<file path="src/rtl/dds_pkg.sv">
// dds_pkg: shared constants and arbitration helper for the DDS sample path
package dds_pkg;
    localparam int N_REQ = 4;
    localparam int SEL_W = 2;
    localparam logic [SEL_W-1:0] LAST_RST = 2'd3;

    // Scanning from the far end lets the nearest asserted candidate win last.
    function automatic logic [SEL_W-1:0] pick_winner(
        input logic [N_REQ-1:0] req,
        input logic [SEL_W-1:0] last,
        input logic             fixed_pri
    );
        logic [SEL_W-1:0] w;
        logic [SEL_W-1:0] idx;
        w = last;
        if (fixed_pri) begin
            for (int k = N_REQ - 1; k >= 0; k--)
                if (req[k]) w = SEL_W'(k);
        end else begin
            for (int k = N_REQ; k >= 1; k--) begin
                idx = last + SEL_W'(k);
                if (req[idx]) w = idx;
            end
        end
        return w;
    endfunction
endpackage

</file>
<file path="src/rtl/mux_4.sv">
// mux_4: four-way data selector
module mux_4 #(
    parameter int m = 12
) (
    input  logic [1:0]   sel,
    input  logic [m-1:0] d0,
    input  logic [m-1:0] d1,
    input  logic [m-1:0] d2,
    input  logic [m-1:0] d3,
    output logic [m-1:0] y
);
    always_comb
        y = sel[1] ? (sel[0] ? d3 : d2) : (sel[0] ? d1 : d0);
endmodule

</file>
<file path="src/rtl/sample_arbiter_4.sv">
// sample_arbiter_4: round-robin/fixed-priority arbiter feeding one registered
// sample stage with a valid/ready handshake toward the mixer.
module sample_arbiter_4
    import dds_pkg::*;
#(
    parameter int M = 12
) (
    input  logic             clk,
    input  logic             rst,
    input  logic             fixed_pri,
    input  logic [N_REQ-1:0] req,
    input  logic [M-1:0]     data0,
    input  logic [M-1:0]     data1,
    input  logic [M-1:0]     data2,
    input  logic [M-1:0]     data3,
    output logic [N_REQ-1:0] gnt,
    output logic [SEL_W-1:0] sel,
    output logic             out_valid,
    output logic [M-1:0]     out_data,
    output logic [SEL_W-1:0] out_src,
    input  logic             out_ready
);
    logic [SEL_W-1:0] last;
    logic [M-1:0]     mux_out;
    logic             space;
    logic             load;

    mux_4 #(.m(M)) u_mux (
        .sel(sel),
        .d0 (data0),
        .d1 (data1),
        .d2 (data2),
        .d3 (data3),
        .y  (mux_out)
    );

    // Grants are masked during reset so nothing is handed out while the stage is cleared.
    always_comb begin
        space = !out_valid || out_ready;
        sel   = (|req) ? pick_winner(req, last, fixed_pri) : last;
        load  = (|req) && space && !rst;
        gnt   = load ? N_REQ'(1) << sel : '0;
    end

    always_ff @(posedge clk or posedge rst) begin
        if (rst) begin
            out_valid <= 1'b0;
            out_data  <= '0;
            out_src   <= '0;
            last      <= LAST_RST;
        end else if (load) begin
            out_valid <= 1'b1;
            out_data  <= mux_out;
            out_src   <= sel;
            last      <= sel;
        end else if (out_ready) begin
            out_valid <= 1'b0;
        end
    end
endmodule

</file>
<file path="config.mk">
export PLATFORM = sky130hd
export DESIGN_NAME = sample_arbiter_4
export DESIGN_NICKNAME = d
export VERILOG_FILES = /design/src/rtl/dds_pkg.sv /design/src/rtl/mux_4.sv /design/src/rtl/sample_arbiter_4.sv
export SDC_FILE = /design/constraint.sdc
export NUM_CORES = 1
export LEC_CHECK = 0
export ABC_AREA = 1
export BUFFER_PORTS_ARGS = -buffer_cell sky130_fd_sc_hd__buf_2
export CORE_MARGIN = 2
export CORE_UTILIZATION = 40
export DETAILED_ROUTE_END_ITERATION = 6
export GPL_TIMING_DRIVEN = 0
export PLACE_DENSITY = 0.71
export SYNTH_ARGS = -nofsm -noshare
export SYNTH_HDL_FRONTEND = slang
export SYNTH_HIERARCHICAL = 1
export SYNTH_SLANG_ARGS = --single-unit
</file>
<file path="constraint.sdc">
create_clock -name clk -period 2.7 [get_ports clk]
set_input_delay 0.54 -clock clk [delete_from_list [all_inputs] [get_ports clk]]
set_output_delay 0.54 -clock clk [all_outputs]
set_load 0.02 [all_outputs]
</file>
==> run summary <==
Cells after Synth: 272
Hold-fix buffers, CTS: 0
Number of max-cap violations: 0
Leakage power: 1.383 nW
I/O pin count: 77
Mean post-synth cell area: 5.676 µm²
DRT Pass-1 Iters: 4
Critical Path, Cell by Cell: buf_6 > inv_8 > nand2_1 > nor2_1 > a21oi_1 > nand3_2 > nand2_1 > nand2_1 > nand3_2 > nand2_2 > inv_1 > buf_2
RSZ-0062 raised after global routing: false
Sink Count: 17
NetSw: 0.6890 mW
Data arrival, critical path: 1.91 ns
Yosys warns: 6
CP Max Fanout: 9
Fillers: 403
Starting density of the core: 41.86%
Worst-path clk slew: 0.06 ns
GRT overflow: 0
H-tree Lvls: 1
DP HPWL: 3233 µm
Worst slew pin tran: 0.4649 ns
Power Density: 722.7 nW/µm²
Die outline height: 66.13 µm
Fin. Hold Viols: 0
Insertion delay of the later-clocked pin in the worst-skew pair: 0.25 ns
Fin Clk Skew: 0.0005418 ns
ANT nets after route: 0
Worst r2r src: last[0]$_DFFE_PP1P_
Critical path's largest stage delay: 0.52 ns
Antenna violations before repair: 0
Setup Fix Bufs, Post-CTS: 0
First-pass GRT wire length: 6375 µm
Area Overhead vs Synth: 31.69%
Post-synth cell types: 20
Slew Limit Fails: 0
Net Sw Frac: 46.88%
Critical path type: reg -> out
Die width: 66.13 µm
Synthesized cell area: 1544 µm²
Nets@finish: 409
Worst vdd ir: 0.3054 mV
Status: finished, final reports clean
Rows: 22
Seq/Total Area, Yosys: 27.71%
Hold Path Class: in -> async
Commonest non-fill, non-tap cell in the layout: nand2_1
DRC viols: 0
CP max-delay cell: dfstp_2
Placement Setup Slack: -0.04403 ns
Net count of the mapped netlist: 328
Flop2flop setup slack: 0.45 ns
Layout cells sized above 1: 30.68%
CP Launch Type: flip-flop
Synth area leaders: nand2_1, dfrtp_1, inv_1, nand3_1, nand2_2
CP most frequent cell: nand2_1
Sequential power share: 26.9%
Worst reg2reg path depth: 18
CTS max path bufs: 2
CP Capture Type: output pin
Diodes inserted: 0
Final WS setup: 0.2505 ns
Die Footprint: 4373 µm²
Max frequency: 408.2 MHz
Drt first-iter violations: 78
DP Area: 1984 µm²
Flops & latches, synth: 17
Worst relative slew slack: 68.68%
Clock tree root driver cell: clkbuf_8
GP Congestion: 0.7879
Num CTS Buffers: 3
Commonest cells after routing, fill and taps aside: nand2_1, buf_2, inv_1
Largest net degree at the start of global routing: 19
Combinational share of power: 60.7%
Fin crit share: 90.72%
Avg WL per Cell: 9.478 µm
Vias in the first global route: 1543
Core ar.: 3689 µm²
CTS tree: yes
Setup violations, final: 0
PortBufs: 76
Top-area cell type share of the netlist area: 29.42%
Final WL: 3791 µm
Vias per cell: 4.373
Design area: 2033 µm²
GRT Overall Usage: 18.45%
Req. time, crit path: 2.16 ns
Period minus WS final: 2.450 ns
Detailed-route via count: 1749
FF-to-FF End: out_data[5]$_DFFE_PP0P_
Clock share of power: 12.3%
Internal Power: 0.7805 mW
Yosys top cell by area: nand2_1
[cells in the mapped netlist]
cell / number
inv_8: 1
nand3_2: 3
o31ai_1: 1
nand2_2: 11
o21ai_0: 3
nand2_1: 121
buf_4: 2
nand3_1: 32
clkbuf_1: 1
buf_2: 3
inv_1: 60
buf_6: 3
buf_8: 1
inv_2: 1
a21oi_1: 5
nor2_1: 5
inv_6: 1
dfstp_2: 2
dfrtp_1: 15
nor3_1: 1
[worst max path at each step]
stage / start / endpoint / cells past startpoint
floorplan: rst / gnt[2] / 5
global placement: rst / gnt[2] / 7
detailed placement: rst / gnt[2] / 7
global route: rst / gnt[2] / 7
CTS: rst / gnt[2] / 7
finish: last[0]$_DFFE_PP1P_ / sel[0] / 12
[routing by layer]
metal	share of wire (%)	global-route usage [%]
met1	47	25.93
met2	43	28.25
met3	7.3	2.555
met4	2.5	7.653
met5	0	0
[registers in the layout, indices dropped and copies added, names as in the netlist]
| name | count |
|---|---|
| out_src | 2 |
| out_valid | 1 |
| out_data | 12 |
| last | 2 |
[power groups by stage]
stage	logic [mW]	clock network, mW	registers, mW
detailed placement	0.894	0	0.401
floorplan	0.559	0	0.487
CTS	0.897	0.187	0.397
global route	1.01	0.197	0.407
global placement	0.879	0	0.400
finish	0.892	0.181	0.396
[critical path, delay by kind of cell (launching register included)]
family / cells / cell delay (ns)
AND/OR/NAND/NOR: 7 / 0.53
flip-flops: 1 / 0.52
buffers and inverters: 4 / 0.45
AO/OA/AOI/OAI: 1 / 0.15
[through the flow]
| stage | cells | utilization [%] | TNS, ns | total power [mW] | hold WS [ns] |
|---|---|---|---|---|---|
| after floorplan | 272 | - | 0 | 1.046 | 0.4804 |
| after global placement | 396 | 53.80 | -0.05935 | 1.279 | 0.4614 |
| after detailed placement | 396 | 53.80 | -0.06009 | 1.295 | 0.4673 |
| after CTS | 400 | 55.12 | 0 | 1.481 | 0.2774 |
| after global routing | 400 | 55.12 | 0 | 1.614 | 0.3045 |
| final | 400 | 55.12 | 0 | 1.469 | 0.2678 |
[cells by family (layout without fill, tap and decap cells)]
group | count (synthesis) | count (layout) | synth area share, %
compound gates | 9 | 9 | 3.079
buf+inv | 73 | 153 | 21.47
flops | 17 | 17 | 27.71
simple gates | 173 | 173 | 47.73
[what timing repair did]
item,4_1_cts,5_1_grt
endpoints found under the setup margin,2,0
hold endpoints to repair,0,0
resized for setup,1,0
[final cells by class]
cell class	count	area, µm²	share of cell area [%]
Multi-Input combinational cell	182	784.5	38.58
Sequential cell	17	427.9	21.05
Timing Repair Buffer	76	380.4	18.71
Inverter	63	252.7	12.43
Buffer	10	82.58	4.062
Tap cell	48	60.06	2.954
Clock buffer	4	45.04	2.215
No activity file was read; power rests on OpenSTA's default activity.
